===== src/rtl/snoop_pkg.sv =====
// Shared definitions for the MESI snooping bus scheduler.
//   step_e  : step codes broadcast to every cache on the `step` bus.
//   state_e : scheduler state encoding.
//   step_of : maps a scheduler state to the step code it broadcasts.
package snoop_pkg;

    typedef enum logic [2:0] {
        STEP_NONE   = 3'b000,
        STEP_SNOOP  = 3'b001,
        STEP_LOOKUP = 3'b010,
        STEP_SUPPLY = 3'b011,
        STEP_UPDATE = 3'b100,
        STEP_FILL   = 3'b101,
        STEP_FIN    = 3'b110
    } step_e;

    typedef enum logic [3:0] {
        ST_IDLE,
        ST_ARB,
        ST_S1,
        ST_S2,
        ST_S3,
        ST_S4,
        ST_S5,
        ST_FIN,
        ST_CLR
    } state_e;

    function automatic step_e step_of(input state_e s);
        case (s)
            ST_S1:   return STEP_SNOOP;
            ST_S2:   return STEP_LOOKUP;
            ST_S3:   return STEP_SUPPLY;
            ST_S4:   return STEP_UPDATE;
            ST_S5:   return STEP_FILL;
            ST_FIN:  return STEP_FIN;
            default: return STEP_NONE;
        endcase
    endfunction

endpackage


===== src/rtl/snoop_bus_scheduler_rr_arbiter.sv =====
// Combinational round-robin arbiter.
//   req   : per-processor request bits.
//   last  : index of the most recently granted processor; search starts
//           at last+1 and wraps, so `last` itself has lowest priority.
//   grant : one-hot winner (zero when no request).
//   valid : at least one request present.
module rr_arbiter
    import snoop_pkg::*;
#(
    parameter int N_PROC = 3,
    localparam int IW    = $clog2(N_PROC)
) (
    input  logic [N_PROC-1:0] req,
    input  logic [IW-1:0]     last,
    output logic [N_PROC-1:0] grant,
    output logic              valid
);

    always_comb begin
        logic [IW-1:0] idx;
        idx   = '0;
        grant = '0;
        valid = 1'b0;
        for (int i = 1; i <= N_PROC; i++) begin
            idx = IW'((int'(last) + i) % N_PROC);
            if (!valid && req[idx]) begin
                grant[idx] = 1'b1;
                valid      = 1'b1;
            end
        end
    end

endmodule


===== src/rtl/snoop_bus_scheduler.sv =====
// Bus arbiter and step sequencer for the MESI snooping subsystem.
//   clock, reset          : rising-edge clock, asynchronous active-low reset.
//   req                   : per-processor pending-instruction request (level).
//   step1Done..step5Done  : per-cache sticky step-complete flags.
//   instrDone             : per-cache instruction-complete flag.
//   step                  : step code broadcast to all caches.
//   grant                 : one-hot bus owner, zero when idle.
//   cacheClr, ack         : one-cycle pulse at the end of every transaction.
//   busy                  : high whenever the scheduler is not idle.
//   timeoutErr            : sticky abort indicator.
//   xferCount             : completed (non-aborted) transactions, wrapping.
// All outputs are registered from next-state values, so they change on the
// same edge as the state they describe.
module snoop_bus_scheduler
    import snoop_pkg::*;
#(
    parameter int N_PROC  = 3,
    parameter int TIMEOUT = 15
) (
    input  logic              clock,
    input  logic              reset,
    input  logic [N_PROC-1:0] req,
    input  logic [N_PROC-1:0] step1Done,
    input  logic [N_PROC-1:0] step2Done,
    input  logic [N_PROC-1:0] step3Done,
    input  logic [N_PROC-1:0] step4Done,
    input  logic [N_PROC-1:0] step5Done,
    input  logic [N_PROC-1:0] instrDone,
    output logic [2:0]        step,
    output logic [N_PROC-1:0] grant,
    output logic              cacheClr,
    output logic              ack,
    output logic              busy,
    output logic              timeoutErr,
    output logic [7:0]        xferCount
);

    localparam int IW = $clog2(N_PROC);
    localparam int CW = (TIMEOUT > 0) ? $clog2(TIMEOUT + 1) : 1;
    // Abort fires on the edge that would complete the TIMEOUT-th cycle in a step.
    localparam logic [CW-1:0] TO_LAST = CW'((TIMEOUT > 0) ? TIMEOUT - 1 : 0);

    state_e            state_q, state_d, nxt_state;
    step_e             step_q, step_d;
    logic [N_PROC-1:0] grant_q, grant_d;
    logic [IW-1:0]     last_q, last_d, g_idx;
    logic [CW-1:0]     cnt_q, cnt_d;
    logic [7:0]        xfer_q, xfer_d;
    logic              clr_q, clr_d, busy_q, busy_d, terr_q, terr_d;
    logic              cond, timed;
    logic [N_PROC-1:0] arb_grant;
    logic              arb_valid;

    rr_arbiter #(.N_PROC(N_PROC)) u_arb (
        .req   (req),
        .last  (last_q),
        .grant (arb_grant),
        .valid (arb_valid)
    );

    always_comb begin
        g_idx = '0;
        for (int i = 0; i < N_PROC; i++) begin
            if (grant_q[i]) g_idx = IW'(i);
        end
    end

    always_comb begin
        state_d   = state_q;
        nxt_state = state_q;
        grant_d   = grant_q;
        last_d    = last_q;
        xfer_d    = xfer_q;
        terr_d    = terr_q;
        cnt_d     = '0;
        cond      = 1'b0;
        timed     = 1'b0;
        case (state_q)
            ST_IDLE: if (|req) state_d = ST_ARB;
            ST_ARB: begin
                // A request that vanished before arbitration just returns to idle.
                if (arb_valid) begin
                    grant_d = arb_grant;
                    state_d = ST_S1;
                end else begin
                    state_d = ST_IDLE;
                end
            end
            ST_S1: begin timed = 1'b1; cond = &step1Done; nxt_state = ST_S2; end
            ST_S2: begin
                timed = 1'b1;
                // Read hit short path takes precedence over the miss path.
                if (|(instrDone & grant_q)) begin
                    cond      = 1'b1;
                    nxt_state = ST_FIN;
                end else begin
                    cond      = |(step2Done & grant_q);
                    nxt_state = ST_S3;
                end
            end
            ST_S3:  begin timed = 1'b1; cond = &step3Done;             nxt_state = ST_S4;  end
            ST_S4:  begin timed = 1'b1; cond = &step4Done;             nxt_state = ST_S5;  end
            ST_S5:  begin timed = 1'b1; cond = |(step5Done & grant_q); nxt_state = ST_FIN; end
            ST_FIN: begin timed = 1'b1; cond = |(instrDone & grant_q); nxt_state = ST_CLR; end
            ST_CLR: begin
                last_d  = g_idx;
                grant_d = '0;
                state_d = ST_IDLE;
            end
            default: state_d = ST_IDLE;
        endcase

        if (timed) begin
            if (cond) begin
                state_d = nxt_state;
                // Only the normal FIN exit counts; aborts reach CLR from elsewhere.
                if (state_q == ST_FIN) xfer_d = xfer_q + 8'd1;
            end else if (TIMEOUT != 0 && cnt_q == TO_LAST) begin
                state_d = ST_CLR;
                terr_d  = 1'b1;
            end else begin
                cnt_d = cnt_q + 1'b1;
            end
        end
    end

    always_ff @(posedge clock or negedge reset) begin
        if (!reset) begin
            state_q <= ST_IDLE;
            step_q  <= STEP_NONE;
            grant_q <= '0;
            last_q  <= IW'(N_PROC - 1);
            cnt_q   <= '0;
            xfer_q  <= '0;
            clr_q   <= 1'b0;
            busy_q  <= 1'b0;
            terr_q  <= 1'b0;
        end else begin
            state_q <= state_d;
            step_q  <= step_of(state_d);
            grant_q <= grant_d;
            last_q  <= last_d;
            cnt_q   <= cnt_d;
            xfer_q  <= xfer_d;
            clr_q   <= (state_d == ST_CLR);
            busy_q  <= (state_d != ST_IDLE);
            terr_q  <= terr_d;
        end
    end

    assign step       = step_q;
    assign grant      = grant_q;
    assign cacheClr   = clr_q;
    assign ack        = clr_q;
    assign busy       = busy_q;
    assign timeoutErr = terr_q;
    assign xferCount  = xfer_q;

endmodule


===== config.mk =====
export PLATFORM = sky130hd
export DESIGN_NAME = snoop_bus_scheduler
export DESIGN_NICKNAME = d
export VERILOG_FILES = /design/src/rtl/snoop_pkg.sv /design/src/rtl/snoop_bus_scheduler_rr_arbiter.sv /design/src/rtl/snoop_bus_scheduler.sv
export SDC_FILE = /design/constraint.sdc
export NUM_CORES = 1
export LEC_CHECK = 0
export ABC_CLOCK_PERIOD_IN_PS = 6800
export BUFFER_PORTS_ARGS = -buffer_cell sky130_fd_sc_hd__buf_4
export CORE_MARGIN = 2
export CORE_UTILIZATION = 45
export CTS_BUF_LIST = sky130_fd_sc_hd__clkbuf_16
export CTS_CLUSTER_SIZE = 16
export DETAILED_ROUTE_END_ITERATION = 16
export PLACE_DENSITY = 0.73
export RECOVER_POWER = 50
export SLEW_MARGIN = 20
export SYNTH_ARGS = -nofsm -noshare
export SYNTH_HDL_FRONTEND = slang
export SYNTH_SLANG_ARGS = --single-unit

===== constraint.sdc =====
create_clock -name clock -period 6.8 [get_ports clock]
set_clock_uncertainty 0.05 [all_clocks]
set_input_delay 2.04 -clock clock [delete_from_list [all_inputs] [get_ports clock]]
set_output_delay 2.04 -clock clock [all_outputs]
set_load 0.01 [all_outputs]

==> out/results.txt <==
Root Driver = clkbuf_16
FF-to-FF setup slack = 4.16 ns
Area grow syn2layout = 24.3%
PostCTS Resize Cnt = 0
Vias in the first global route = 1,337
Max-Cap Viols = 0
Synthesized flop and latch total = 27
Initial antenna violation count = 0
Crit-path max cell delay = 0.51 ns
Die X = 63.3 µm
Port Buffers = 40
Post-synth top area share = 41.1%
Gpl congestion = 0.870
Hold worst-path end = xferCount[7]
Max clock buf depth = 2
CP Buf/Inv Count = 2
Fin Hold WS = 0.435 ns
Num CTS Buffers = 3
I/O pins = 41
F_max = 246 MHz
Top cells by area, synth = dfrtp_1, ha_1, xnor2_1, mux2i_1, nand2_1
Worst Hold Depth = 1
Critical path startpoint category = input port
Min-delay src = xferCount[7]
DIE HEIGHT = 63.3 µm
Row count = 21
Worst Path Max Fanout = 10
Mapped Area = 1580 µm²
Capture point of the worst reg-to-reg path = busy
Final core occ = 58.5%
GRT overflow = 0
Worst vdd ir = 0.000197 V
Final Setup Violations = 0
Asr flop ratio synth = 100%
Total Power = 0.809 mW
Worst path slowest cell = a222oi_1
Finished Layout Cells = 247
CTS tree = yes
Sequential-to-total area share from yosys stat = 42.8%
Pwr dens = 411 nW/µm²
Final setup margin = 2.73 ns
Setup bufs post-CTS = 0
Hold_buf cts = 0
Nature of the critical path endpoint = register
Critical Path AT = 4.16 ns
Commonest cells post-synth = dfrtp_1, nand2_1, nor2_1
CP top delay family = simple AND/OR/NAND/NOR gates
Hold Fails Final Rpt = 0
Top cell type by total area after synthesis = dfrtp_1
CP Depth = 7
Leak Pwr = 0.911 nW
Initial Util = 47.1%
Hold Path Class = register to register
Slew margin rel. = 5.28%
Final WL = 3610 µm
All-Layer GR Usage = 19.5%
WL/cell = 14.6 µm
1st-iter DRT viols = 93
Clk slew on worst S/H paths = 0.07 ns
Setup_tns = 0 ns
Final instance area = 1970 µm²
Worst Path Required = 6.89 ns
Worst R2R Path Depth = 6
Placed Cells = 243
Via count = 1,383
Ratio of cells with drive above 1 in the final layout = 21.9%
# clock sinks = 27
Setup WS pre-CTS = 2.43 ns
Count leader, synth = dfrtp_1
Crit path kind = input port to register
Main synth FF type = dfrtp_1
RSZ-0062 raised after global routing = no
Clk_lat worst skew = 0.26 ns
Final Cycle Share = 59.8%
Htree depth = 1
Core Area = 3360 µm²
DR vias/cell = 5.60
Largest net degree at the start of global routing = 28
Die ar. = 4010 µm²
Antenna-violating nets left = 0
Final nets = 232
Syn_area_per_cell = 9.77 µm²
R2r startpoint = grant[1]
Minimum clock period = 4.07 ns
DRC errors left = 0
Number of synthesized flops with an enable pin = 0
Max Slew Vio Count = 0
Synthesized instance count = 162
Syn. warnings = 0
Status = finished, final reports clean
Post-synth net total = 192
DR pass1 iterations = 6
Placed wire-length estimate = 2770 µm
Slew @ Worst Pin = 1.42 ns
Diodes inserted = 0
Distinct cells, synth = 46
Area post-placement = 1910 µm²
Critical path, cell by cell = buf_4 > a222oi_1 > o22ai_1 > nor3b_4 > mux2i_1 > inv_1 > or3b_1
Global-route wire length before repair = 6080 µm
cells by family after synthesis:
| logic type | Yosys count | synth area share, % |
|---|---|---|
| simple gates | 67 | 23.5 |
| compound gates | 31 | 14.5 |
| flops | 27 | 42.8 |
| buf+inv | 13 | 3.56 |
| xor+xnor | 9 | 4.98 |
| mux | 8 | 5.22 |
| fa+ha+maj | 7 | 5.53 |
layout by cell type, fill, tap and decap left out, types with 3 or more instances in the layout:
master,netlist,routed
nand2b_1,5,5
nand4_1,3,3
nor3_1,4,4
a222oi_1,3,3
o22ai_1,3,3
ha_1,7,7
clkbuf_1,3,8
dfrtp_1,26,26
nand3b_1,3,3
inv_1,7,7
buf_4,2,32
clkbuf_16,0,3
o21ai_0,7,7
a21oi_1,3,3
nand3_1,5,5
xnor2_1,7,7
o21bai_1,3,3
nor2_1,15,15
mux2i_1,6,6
nand2_1,16,16
final cells by class:
| class | instances | area, µm² |
|---|---|---|
| tap | 46 | 57.6 |
| timing repair buffer | 40 | 270 |
| inverter | 8 | 30.0 |
| multi-input combinational | 122 | 850 |
| sequential | 27 | 677 |
| fill | 329 | 1400 |
| clock buffer | 3 | 75.1 |
| clock inverter | 1 | 7.51 |
how the worst max path moves through the flow:
stage | start | endpoint | slack, ns
2_1_floorplan | instrDone[0] | busy | 2.82
3_3_place_gp | instrDone[0] | busy | 2.58
3_5_place_dp | instrDone[0] | busy | 2.43
4_1_cts | instrDone[0] | busy | 2.72
5_1_grt | instrDone[0] | busy | 2.60
6_report | instrDone[0] | busy | 2.73
power by group:
| group | internal, mW | switching, mW |
|---|---|---|
| Combinational | 0.180 | 0.216 |
| Clock | 0.0800 | 0.0563 |
| Sequential | 0.211 | 0.0642 |
flip-flops by register name (all words and copies together), names as in the netlist:
register / cells
timeoutErr: 1
xferCount: 8
step: 3
last_q: 2
busy: 1
state_q: 4
cnt_q: 4
ack: 1
grant: 3
layer usage:
metal  vias to the layer above  global-route usage (%)  wire length [µm]
li1                        669                       -                 -
met1                       677                    21.9              1460
met2                        32                    37.0              1940
met3                         5                    3.39               151
met4                         0                    6.52                49
met5                         -                       0                 0
Note: power is estimated with default switching activity, not from simulation.
